<file path="src/rtl/button_conditioner_pkg.sv">
// Shared definitions for the button conditioner: per-button FSM state encoding
// and default timing constants for a 100 MHz system clock.
package game_pkg;

  localparam int STATE_W = 3;

  typedef enum logic [STATE_W-1:0] {
    RELEASED   = 3'd0,
    PRESS_DB   = 3'd1,
    HELD       = 3'd2,
    REPEAT     = 3'd3,
    RELEASE_DB = 3'd4
  } btn_state_t;

  localparam int DEF_NUM_BTN         = 2;
  localparam int DEF_DEBOUNCE_CYCLES = 1_000_000;
  localparam int DEF_REPEAT_EN       = 1;
  localparam int DEF_REPEAT_DELAY    = 50_000_000;
  localparam int DEF_REPEAT_PERIOD   = 10_000_000;
  localparam int DEF_MUTEX           = 1;
  localparam int DEF_CNT_W           = 26;

endpackage

</file>
<file path="src/rtl/button_conditioner_if.sv">
// Board-side bundle of the button conditioner: enable and raw levels in,
// press/repeat blips and debounced levels out.
interface button_conditioner_if #(
  parameter int NUM_BTN = 2
);
  logic               enable;
  logic [NUM_BTN-1:0] btnRaw;
  logic [NUM_BTN-1:0] blip;
  logic [NUM_BTN-1:0] level;

  modport master (
    output enable,
    output btnRaw,
    input  blip,
    input  level
  );

  modport slave (
    input  enable,
    input  btnRaw,
    output blip,
    output level
  );
endinterface

</file>
<file path="src/rtl/button_conditioner_fsm.sv">
// One button: 2-FF synchroniser, debounce of both edges and auto-repeat timing.
// evt is combinational and marks the cycle a press or repeat is accepted.
module btn_debounce_fsm
  import game_pkg::*;
#(
  parameter int DEBOUNCE_CYCLES = DEF_DEBOUNCE_CYCLES,
  parameter int REPEAT_EN       = DEF_REPEAT_EN,
  parameter int REPEAT_DELAY    = DEF_REPEAT_DELAY,
  parameter int REPEAT_PERIOD   = DEF_REPEAT_PERIOD,
  parameter int CNT_W           = DEF_CNT_W
) (
  input  logic clk,
  input  logic reset,
  input  logic raw,
  output logic evt,
  output logic level
);

  localparam logic [CNT_W-1:0] DB_LAST     = CNT_W'(DEBOUNCE_CYCLES - 1);
  localparam logic [CNT_W-1:0] DELAY_LAST  = CNT_W'(REPEAT_DELAY - 1);
  localparam logic [CNT_W-1:0] PERIOD_LAST = CNT_W'(REPEAT_PERIOD - 1);

  logic             s1;
  logic             s2;
  btn_state_t       state;
  btn_state_t       state_next;
  logic [CNT_W-1:0] cnt;
  logic [CNT_W-1:0] cnt_next;
  logic             level_next;

  always_ff @(posedge clk) begin
    if (!reset) begin
      s1    <= 1'b0;
      s2    <= 1'b0;
      state <= RELEASED;
      cnt   <= '0;
      level <= 1'b0;
    end else begin
      s1    <= raw;
      s2    <= s1;
      state <= state_next;
      cnt   <= cnt_next;
      level <= level_next;
    end
  end

  // Every state change clears cnt; a release always wins over a pending repeat.
  always_comb begin
    state_next = state;
    cnt_next   = cnt;
    level_next = level;
    evt        = 1'b0;
    case (state)
      RELEASED: begin
        if (s2) begin
          state_next = PRESS_DB;
          cnt_next   = '0;
        end
      end
      PRESS_DB: begin
        if (!s2) begin
          state_next = RELEASED;
          cnt_next   = '0;
        end else if (cnt == DB_LAST) begin
          state_next = HELD;
          cnt_next   = '0;
          evt        = 1'b1;
          level_next = 1'b1;
        end else begin
          cnt_next = cnt + CNT_W'(1);
        end
      end
      HELD: begin
        if (!s2) begin
          state_next = RELEASE_DB;
          cnt_next   = '0;
        end else if (REPEAT_EN != 0) begin
          if (cnt == DELAY_LAST) begin
            state_next = REPEAT;
            cnt_next   = '0;
            evt        = 1'b1;
          end else begin
            cnt_next = cnt + CNT_W'(1);
          end
        end
      end
      REPEAT: begin
        if (!s2) begin
          state_next = RELEASE_DB;
          cnt_next   = '0;
        end else if (cnt == PERIOD_LAST) begin
          cnt_next = '0;
          evt      = 1'b1;
        end else begin
          cnt_next = cnt + CNT_W'(1);
        end
      end
      RELEASE_DB: begin
        if (s2) begin
          state_next = HELD;
          cnt_next   = '0;
        end else if (cnt == DB_LAST) begin
          state_next = RELEASED;
          cnt_next   = '0;
          level_next = 1'b0;
        end else begin
          cnt_next = cnt + CNT_W'(1);
        end
      end
      default: begin
        state_next = RELEASED;
        cnt_next   = '0;
      end
    endcase
  end

endmodule

</file>
<file path="src/rtl/button_conditioner.sv">
// Conditions NUM_BTN raw push-buttons into registered single-cycle blips,
// gated by enable and optionally suppressed when buttons blip together.
module button_conditioner
  import game_pkg::*;
#(
  parameter int NUM_BTN         = DEF_NUM_BTN,
  parameter int DEBOUNCE_CYCLES = DEF_DEBOUNCE_CYCLES,
  parameter int REPEAT_EN       = DEF_REPEAT_EN,
  parameter int REPEAT_DELAY    = DEF_REPEAT_DELAY,
  parameter int REPEAT_PERIOD   = DEF_REPEAT_PERIOD,
  parameter int MUTEX           = DEF_MUTEX,
  parameter int CNT_W           = DEF_CNT_W
) (
  input logic                 Clk100M,
  input logic                 reset,
  button_conditioner_if.slave bus
);

  logic [NUM_BTN-1:0] evt;
  logic [NUM_BTN-1:0] lvl;
  logic [NUM_BTN-1:0] blip_q;
  logic               multi;
  logic               drop;

  for (genvar i = 0; i < NUM_BTN; i++) begin : g_btn
    btn_debounce_fsm #(
      .DEBOUNCE_CYCLES (DEBOUNCE_CYCLES),
      .REPEAT_EN       (REPEAT_EN),
      .REPEAT_DELAY    (REPEAT_DELAY),
      .REPEAT_PERIOD   (REPEAT_PERIOD),
      .CNT_W           (CNT_W)
    ) u_fsm (
      .clk   (Clk100M),
      .reset (reset),
      .raw   (bus.btnRaw[i]),
      .evt   (evt[i]),
      .level (lvl[i])
    );
  end

  // Clearing the lowest set bit leaves something only if two or more events fired.
  assign multi = (evt & (evt - NUM_BTN'(1))) != '0;
  assign drop  = (MUTEX != 0) && multi;

  always_ff @(posedge Clk100M) begin
    if (!reset) begin
      blip_q <= '0;
    end else begin
      blip_q <= evt & {NUM_BTN{bus.enable}} & ~{NUM_BTN{drop}};
    end
  end

  assign bus.blip  = blip_q;
  assign bus.level = lvl;

endmodule

</file>
<file path="src/flat_wrapper.sv">
// flat-port wrapper written by rule: the top's interface ports become plain ports
module button_conditioner_flat import game_pkg::*;
#(
  parameter int NUM_BTN         = DEF_NUM_BTN,
  parameter int DEBOUNCE_CYCLES = DEF_DEBOUNCE_CYCLES,
  parameter int REPEAT_EN       = DEF_REPEAT_EN,
  parameter int REPEAT_DELAY    = DEF_REPEAT_DELAY,
  parameter int REPEAT_PERIOD   = DEF_REPEAT_PERIOD,
  parameter int MUTEX           = DEF_MUTEX,
  parameter int CNT_W           = DEF_CNT_W
)
  (Clk100M, reset, bus_enable, bus_btnRaw, bus_blip, bus_level);
  button_conditioner_if #(.NUM_BTN(NUM_BTN)) bus_i ();
  input logic Clk100M;
  input logic reset;
  input wire logic [$bits(bus_i.enable)-1:0] bus_enable;
  input wire logic [$bits(bus_i.btnRaw)-1:0] bus_btnRaw;
  output wire logic [$bits(bus_i.blip)-1:0] bus_blip;
  output wire logic [$bits(bus_i.level)-1:0] bus_level;
  assign bus_i.enable = bus_enable;
  assign bus_i.btnRaw = bus_btnRaw;
  assign bus_blip = bus_i.blip;
  assign bus_level = bus_i.level;
  button_conditioner #(.NUM_BTN(NUM_BTN), .DEBOUNCE_CYCLES(DEBOUNCE_CYCLES), .REPEAT_EN(REPEAT_EN), .REPEAT_DELAY(REPEAT_DELAY), .REPEAT_PERIOD(REPEAT_PERIOD), .MUTEX(MUTEX), .CNT_W(CNT_W)) u_core (.Clk100M(Clk100M), .reset(reset), .bus(bus_i));
endmodule
</file>
<file path="config.mk">
export PLATFORM = sky130hd
export DESIGN_NAME = button_conditioner_flat
export DESIGN_NICKNAME = d
export VERILOG_FILES = /design/src/rtl/button_conditioner_pkg.sv /design/src/rtl/button_conditioner_if.sv /design/src/rtl/button_conditioner_fsm.sv /design/src/rtl/button_conditioner.sv /design/src/flat_wrapper.sv
export SDC_FILE = /design/constraint.sdc
export NUM_CORES = 1
export LEC_CHECK = 0
export ABC_AREA = 0
export CORE_ASPECT_RATIO = 0.8
export CORE_MARGIN = 5
export CORE_UTILIZATION = 56
export CTS_BUF_LIST = sky130_fd_sc_hd__clkbuf_8 sky130_fd_sc_hd__clkbuf_16
export CTS_CLUSTER_SIZE = 28
export DETAILED_ROUTE_END_ITERATION = 7
export PLACE_DENSITY = 0.76
export SYNTH_ARGS = -nofsm -noshare
export SYNTH_HDL_FRONTEND = slang
export SYNTH_SLANG_ARGS = --single-unit
</file>
<file path="constraint.sdc">
create_clock -name Clk100M -period 2.63 [get_ports Clk100M]
set_input_delay 0.3945 -clock Clk100M [delete_from_list [all_inputs] [get_ports Clk100M]]
set_output_delay 0.3945 -clock Clk100M [all_outputs]
set_load 0.01 [all_outputs]
</file>
* After elaboration in Yosys (flattened, before gate mapping)
Cells that the tools add are included.
** Word-level totals
- Latch bits :: 0
- Register bits :: 66
- Bits in read-only memories :: 0
- Memory bits (writable) :: 0
- Memories :: 0
- Input port bits :: 5
** Cells by class
- Div/mod/pow operators :: 0
- Equality and inequality tests :: 32
- Bitwise gates (word level) :: 4
- Multiplexer cells :: 60
- Multipliers :: 0
- Shift operators :: 0
- $add $sub $neg :: 3
- $lt $le $gt $ge :: 0
- Reduce and logical (&&, ||, !) cells :: 9
** Operator list (count)
- $mux 26 :: 16
- $pmux 26 s5 :: 2
- $add 26x1->26 const B :: 2
- $eq 26x20->1 const B :: 2
- $eq 26x24->1 const B :: 2
- $eq 26x26->1 const B :: 2
- $mux 3 :: 16
- $pmux 3 s5 :: 2
- $ne 2x2->1 const B :: 12
- $mux 1 :: 20
- $reduce_and 5->1 :: 4
- $ne 3x3->1 const B :: 6
- $eq 3x2->1 const B :: 4
- $and 2x2->2 :: 3
- $eq 3x1->1 const B :: 2
- $eq 3x3->1 const B :: 2
- $logic_not 3->1 :: 2
- $pmux 1 s3 :: 2
- $reduce_bool 2->1 :: 3
- $pmux 1 s2 :: 2
- $not 2->2 :: 1
- $sub 2x1->2 const B :: 1

* Longest topological paths before layout
- Word-level depth :: 9
- Mapped depth :: 10
- Mapped depth without buffers :: 7

* Cells and area by module
Synthesis repeated with hierarchy kept, for this count alone.
** Unflattened totals
- Cell total of the unflattened synthesis :: 510
- Area total of the unflattened synthesis :: 4075.2 sq um
** By module, submodules not included
- btn_debounce_fsm at u_core.g_btn[1].u_fsm :: area an instance 2048.2 sq um, seq. area each 640.6 sq um, instances 1, cells each 259
- btn_debounce_fsm at u_core.g_btn[0].u_fsm :: area an instance 1966.9 sq um, seq. area each 640.6 sq um, instances 1, cells each 247
- button_conditioner :: area an instance 60.1 sq um, seq. area each 40.0 sq um, instances 1, cells each 4

* Worst setup path after synthesis
Ideal clock, no wire load.
- Path kind :: register -> register
- Start point :: register u_core.g_btn[1].u_fsm.cnt[15]
- End point :: register u_core.g_btn[1].u_fsm.state[0]
- Period minus slack after synthesis :: 2868 ps
- Arrival :: 2801 ps
- Path buffers :: 3
- Cell stages (with the launch flop) :: 10
- Library setup time :: 67 ps
- Slack :: -238 ps
- Cell sequence :: dfxtp_1 > buf_6 > or4b_1 > or4_1 > or4_1 > buf_2 > a22o_1 > buf_6 > or3_4 > a21oi_2
** Between the ends
- Word-level cells in the longest chain between the ends :: 3
- Elaborated cells on any way between the ends :: 6
** Ends and longest elaborated chain
- start, declared :: RTL line button_conditioner_fsm.sv:27 : logic [CNT_W-1:0] cnt;
- start signal, assigned :: RTL line button_conditioner_fsm.sv:42 : cnt <= cnt_next;
- $eq 26x26->1 / $eq 26x20->1 (equally long branches) :: RTL line button_conditioner_fsm.sv:78, button_conditioner_fsm.sv:64, button_conditioner_fsm.sv:102
- $ne 3x3->1 (no source line)
- $reduce_and 5->1 (no source line) (*)
- end signal, assigned :: RTL line button_conditioner_fsm.sv:41 : state <= state_next;
- end, declared :: RTL line button_conditioner_fsm.sv:25 : btn_state_t state;
Every way passes the cells marked *; elsewhere a longest branch is shown, timed or not.
A chain may end at the register's enable or synchronous reset.

* Worst setup path in the final report
- Start point :: register u_core.g_btn[1].u_fsm.cnt[23]
- End point :: register u_core.g_btn[1].u_fsm.cnt[13]
** Between the ends
- Word-level cells in the longest chain between the ends :: 4
- Elaborated cells on any way between the ends :: 11
** Ends and longest elaborated chain
- $eq 26x20->1, or another cell as far along :: RTL line button_conditioner_fsm.sv:64, button_conditioner_fsm.sv:102
- $mux 26 (on tied branches) (2 in a row)
- $pmux 26 s5 (*) :: RTL line button_conditioner_fsm.sv:53 : case (state)
Marks and branches as above.

==> summary.md <==
| Metric | Value |
|---|---|
| Status | completed |
| Worst r2r src | u_core.g_btn[1].u_fsm.cnt[23] |
| Worst-margin pin slew | between 0.8 and 0.9 ns |
| R2r endpoint | u_core.g_btn[1].u_fsm.cnt[13] |
| Depth of the worst register-to-register path | 6 |
| Avg Inst Size Synth | between 7 and 8 um^2 |
| CP startpoint | u_core.g_btn[1].u_fsm.cnt[23] |
| R2R Setup Slk | 0.01 ns |
| Period minus WS final | 2.62 ns |
| Crit. End Element | flip-flop |
| Initial antenna violation count | 0 |
| Area Growth Syn to Fin | 16.0% |
| Slew HR | 41.2% |
| IO Pins | 9 |
| Clock network latency to the later pin of the worst-skew pair | about 0.34 ns |
| Pleak | 0.00158 uW |
| Endpoints failing setup | 0 |
| Syn Nets | 511 |
| Cells after synthesis | 504 |
| Post-synthesis register bit count | 66 |
| Ys Warns | 0 |
| Top_reg_cell synth | dfxtp_1 |
| Vias per cell | 6.69 |
| Fmax | 382 MHz |
| 1st-iter DRT viols | 446 |
| Initial Utilization | 57.3% |
| Largest net degree at the start of global routing | 36 |
| M2 GR Usage | 32.4% |
| Sequential cell area | 0.00132 mm^2 |
| Commonest non-fill, non-tap cells in the layout | dfxtp_1, nand2_1, buf_4, o21ai_0, nor2_1 |
| Residual DRC count | 0 |
| Met1 GRT Util | 36.7% |
| Multi-input gate area | 0.00246 mm^2 |
| Most common cell after layout, fill and taps aside | dfxtp_1 |
| PD cells | about 430 mW/mm^2 |
| Number of global-route vias before repair | 3550 |
| Clk_skew | approximately 0.008 ns |
| Ys async rst share | 0% |
| Critical path class | flip-flop to flip-flop |
| Worst EP arrival | roughly 2.9 ns |
| GPL Wtd Cong | approximately 1 |
| Sequential fraction of the synthesis area | 33.6% |
| Fillers | about 570 |
| Global-route wire length before repair | 17.7 mm |
| Clock buffer count from CTS | 9 |
| Area after DPL | 0.00432 mm^2 |
| Count of final hold-check violations | 0 |
| Num rows | 27 |
| Placed instance count | roughly 600 |
| CTS H-Tree Depth | 3 |
| Clk buf depth | 2 |
| Worst Hold Class | flip-flop to flip-flop |
| Die Area | 0.00880 mm^2 |
| EDFF count, synth | 0 |
| Fin nets | 535 |
| Max Cap Violations | 0 |
| Die width | 104 um |
| Post-route setup TNS | 0 ns |
| Layout cell share with drive strength beyond 1 | between 10% and 20% |
| CTS tree | yes |
| CP required | ~2.9 ns |
| DR pass1 iterations | 5 |
| Library cells used by synthesis | 61 |
| Global-route congestion overflow total | 0 |
| Diodes inserted | 0 |
| Max-slew violations | 0 |
| CP Capture Point | u_core.g_btn[1].u_fsm.cnt[13] |
| Placeable Area | 0.00686 mm^2 |
| Number of buffers added on ports | 8 |
| Most used routing layer | met1 |
| DP HPWL | 7.54 mm |
| Clock sink total | 66 |
| WL/cell | ~18 um |
| Fin Hold WS | approximately 0.44 ns |
| Chip height | ~85 um |
| Tot Pwr | 1970 uW |
| Post-Layout Inst Area | 0.00456 mm^2 |
| Tot GR Track Use | 24.2% |
| Final Cycle Share | 99.5% |
| Via count | between 4000 and 5000 |
| Max IR drop VDD | 0.262 mV |
| Final non-filler cell total | 619 |
| Post-route ant nets | 0 |
| CP startpoint kind | flip-flop |
| Root Driver | clkbuf_8 |
| RSZ-0062 raised after global routing | true |
| Met3 usage | 7.07% |
| WL final | 10.9 mm |
| CP max FO | 6 |
| Mapped cell area | 0.00393 mm^2 |
| Reg clk slew, reported paths | 0.07 ns |
==> worst max-delay path, cell delays in order (launching register included) <==
cell	delay, ns
dfxtp_1	0.31
or4b_1	0.53
or4_1	0.43
or4_4	0.48
a221o_2	0.49
a31oi_1	0.18
o21ai_1	0.08
==> how the worst min path moves through the flow <==
stage / start / end / slack [ns] / depth (start not counted)
floorplan: u_core.g_btn[0].u_fsm.s1 / u_core.g_btn[0].u_fsm.s2 / 0.41 / 1
detailed placement: u_core.g_btn[1].u_fsm.s1 / u_core.g_btn[1].u_fsm.s2 / 0.43 / 1
global route: u_core.g_btn[0].u_fsm.s1 / u_core.g_btn[0].u_fsm.s2 / 0.47 / 1
global placement: u_core.g_btn[0].u_fsm.s1 / u_core.g_btn[0].u_fsm.s2 / 0.43 / 1
CTS: u_core.g_btn[0].u_fsm.s1 / u_core.g_btn[0].u_fsm.s2 / 0.45 / 1
finish: u_core.g_btn[1].u_fsm.s1 / u_core.g_btn[1].u_fsm.s2 / 0.44 / 1
==> cells by family (layout without fill, tap and decap cells) <==
family | count (synthesis) | in the layout | share of synthesized area, %
flops | 66 | 66 | 33.6
xor+xnor | 13 | 13 | 2.90
fa+ha+maj | 2 | 2 | 0.637
simple gates | 251 | 251 | 36.4
mux | 3 | 3 | 0.764
compound gates | 117 | 118 | 20.0
buf+inv | 52 | 79 | 5.67
==> repair_timing <==
action | in CTS | in global routing
hold buffers | 0 | 0
cloned | 0 | 1
resized for setup | 1 | 8
setup buffers | 0 | 2
pin swaps | 0 | 4
setup endpoints to repair | 5 | 22
==> metal layers <==
metal  vias up  routed length, um
met5         -                  0
met4         0                141
met3        18               1220
met2       238               4420
met1      1928               5130
li1       1956                  -
==> synth_stat cells (3+ instances only) <==
cell	instances	area [um^2]
dfxtp_1	66	1320
nand2_1	52	195
o21ai_0	31	155
clkbuf_1	30	113
nor2_1	28	105
nand3_1	25	125
a21oi_1	23	115
nand4_1	22	138
and3_1	16	100
nor3_1	16	80.1
inv_1	14	52.6
nor4_1	13	81.3
and2_1	12	75.1
o32ai_1	11	96.3
or3_1	11	68.8
and4_1	9	78.8
a211oi_1	7	52.6
or4_1	7	52.6
xor2_1	7	61.3
nor3b_1	6	45.0
xnor2_1	6	52.6
nand2b_1	5	31.3
nor4bb_1	5	50.1
a211o_1	4	35.0
a21o_1	4	30.0
a31oi_1	4	25.0
buf_2	4	20.0
nand3b_1	4	30.0
nor4b_1	4	35.0
o22ai_1	4	25.0
o31ai_1	4	30.0
a311oi_1	3	26.3
mux2i_1	3	30.0
o211ai_1	3	22.5
==> through the flow <==
stage | setup WS [ns] | utilization [%]
after floorplan | -0.0190 | -
after global placement | 0.0501 | 63.0
after detailed placement | -0.0266 | 63.0
after CTS | 0.00374 | 65.7
after global routing | -0.0524 | 66.5
final | 0.0143 | 66.5
==> state kept, by name, summed over array words and instances, names as in the netlist <==
name                      cells
u_core.g_btn.u_fsm.s1         2
u_core.g_btn.u_fsm.level      2
u_core.bus.blip               2
u_core.g_btn.u_fsm.s2         2
u_core.g_btn.u_fsm.state      6
u_core.g_btn.u_fsm.cnt       52
==> report_power, final <==
| group | internal [uW] | total, uW | switching (uW) |
|---|---|---|---|
| logic | 54.1 | 139 | 84.6 |
| registers | 1010 | 1010 | 8.88 |
| clock network | 448 | 820 | 372 |
| total | 1510 | 1970 | 465 |
==> layout make-up <==
class | count | share of cell area (%)
tap | 87 | 2.39
inverter | 14 | 1.15
clock buffer | 10 | 3.02
sequential | 66 | 29.0
multi-input combinational | 387 | 53.9
clock inverter | 5 | 1.04
timing repair buffer | 50 | 9.50
Note: power is estimated with default switching activity, not from simulation.
==> edit (same settings) <==
The 5 states of `btn_state_t` get a one-hot encoding in 5 bits.
--- a/src/rtl/button_conditioner_pkg.sv
+++ b/src/rtl/button_conditioner_pkg.sv
@@ -4,12 +4,12 @@
 
   localparam int STATE_W = 3;
 
-  typedef enum logic [STATE_W-1:0] {
-    RELEASED   = 3'd0,
-    PRESS_DB   = 3'd1,
-    HELD       = 3'd2,
-    REPEAT     = 3'd3,
-    RELEASE_DB = 3'd4
+  typedef enum logic [4:0] {
+    RELEASED   = 5'b00001,
+    PRESS_DB   = 5'b00010,
+    HELD       = 5'b00100,
+    REPEAT     = 5'b01000,
+    RELEASE_DB = 5'b10000
   } btn_state_t;
 
   localparam int DEF_NUM_BTN         = 2;
Check against the original RTL: no difference found for any inputs over 10 cycles, from zero or initial values and one cycle with reset low; not proved beyond that.
==> edit against the unedited design <==
Synthesized area up 4.9%; non-clock buffer count down 14; sequential cell count up 4; die area up 4.4%; total power up 19%; wire length down 2.0%; setup slack better by 0.081 ns; final area up 2.1%; worst hold slack worse by 0.0090 ns; clock power up 41%; sequential share of layout area up 1.1 points.
==> edit: results (changes against the unedited design) <==
| Metric | Value |
|---|---|
| Status | completed |
| GRT met2 Usage | 36.9% (+4.5 points) |
| Vias/cell | 6.38 (-4.6%) |
| Reg2Reg Depth | 8 (+2) |
| Max VDD drop | 0.328 mV (+25%) |
| Area share of fa/ha/maj cells after synthesis | 0.607% (-0.030 points) |
| Compound-cell area share of the yosys netlist | 16.7% (-3.3 points) |
| DP Area | 0.00438 sq mm (+1.3%) |
| Vias in the first global route | 3801 (+7.1%) |
| Post-CTS resize count | 0 (-1) |
| Internal | 1.85 mW (+23%) |
| Dpl ws | 0.112 ns (+0.139 ns) |
| Non-Filler Instances | 654 (+5.7%) |
| Sequential Power Share | 45.6% (-5.8 points) |
| Final setup margin | 0.0957 ns (+0.0814 ns) |
| Critical Path AT | 2.78 ns (-0.07 ns) |
| # nets final | 566 (+5.8%) |
| Most common cell in the netlist | nand2_1 |
| Avg WL per Cell | 16.4 um (-7.2%) |
| Top post-synthesis cells by count | nand2_1, dfxtp_1, nand3_1, nor2_1, clkbuf_1 |
| First-pass GRT wire length | 18.0 mm (+1.6%) |
| GRT met3 Usage | 6.40% (-0.67 points) |
| Cell variety after synth | 68 (+11%) |
| Layout cells sized above 1 | 10.5% (-3.6 points) |
| Final Skew | 0.00557 ns (-0.00234 ns) |
| Largest net degree at the start of global routing | 26 (-28%) |
| Total power | 2.35 mW (+19%) |
| DP Wirelength | 7.59 mm (+0.68%) |
| Top cells by area, synth | dfxtp_1, nand2_1, nand3_1 |
| Hold slack | 0.434 ns (-0.00903 ns) |
| # placed instances | 638 (+6.2%) |
| Final GP Congestion | 0.915 (-8.2%) |
| Reg2reg end | u_core.g_btn[1].u_fsm.cnt[20]$_SDFFE_PN0N_ |
| Slew HR | 51.5% (+10 points) |
| Synth Area in XOR/XNOR | 2.34% (-0.56 points) |
-- edit: cell types whose count changed after synthesis, sizes merged, moves of 6 or more --
| cell | before | now |
|---|---|---|
| clkbuf | 30 | 24 |
| nand2 | 52 | 71 |
| nand3 | 25 | 53 |
| nand3b | 4 | 10 |
| nor2 | 28 | 43 |
| o32ai | 11 | 0 |
| or3 | 12 | 5 |
-- edit: worst min-delay path by stage --
stage,from,to,slack (ns),depth (start not counted)
final,u_core.g_btn[0].u_fsm.s1$_SDFF_PN0_,u_core.g_btn[0].u_fsm.s2$_SDFF_PN0_,0.43,1
after global routing,u_core.g_btn[1].u_fsm.s1$_SDFF_PN0_,u_core.g_btn[1].u_fsm.s2$_SDFF_PN0_,0.46,1
after CTS,u_core.g_btn[0].u_fsm.s1$_SDFF_PN0_,u_core.g_btn[0].u_fsm.s2$_SDFF_PN0_,0.44,1
after detailed placement,u_core.g_btn[0].u_fsm.s1$_SDFF_PN0_,u_core.g_btn[0].u_fsm.s2$_SDFF_PN0_,0.42,1
after global placement,u_core.g_btn[0].u_fsm.s1$_SDFF_PN0_,u_core.g_btn[0].u_fsm.s2$_SDFF_PN0_,0.42,1
after floorplan,u_core.g_btn[0].u_fsm.s1$_SDFF_PN0_,u_core.g_btn[0].u_fsm.s2$_SDFF_PN0_,0.41,1
-- edit: area by class of cell --
type                       instances  area [sq um]
multi-input combinational        430          2530
clock buffer                      10           138
tap                               90           113
fill                             626          2630
inverter                          12          45.0
sequential                        70          1400
timing repair buffer              36           290
clock inverter                     6           133
-- edit: per-layer routing --
| metal | wire length, um | vias up |
|---|---|---|
| li1 | - | 2047 |
| met1 | 5080 | 1952 |
| met2 | 4640 | 153 |
| met3 | 863 | 19 |
| met4 | 119 | 0 |
| met5 | 0 | - |
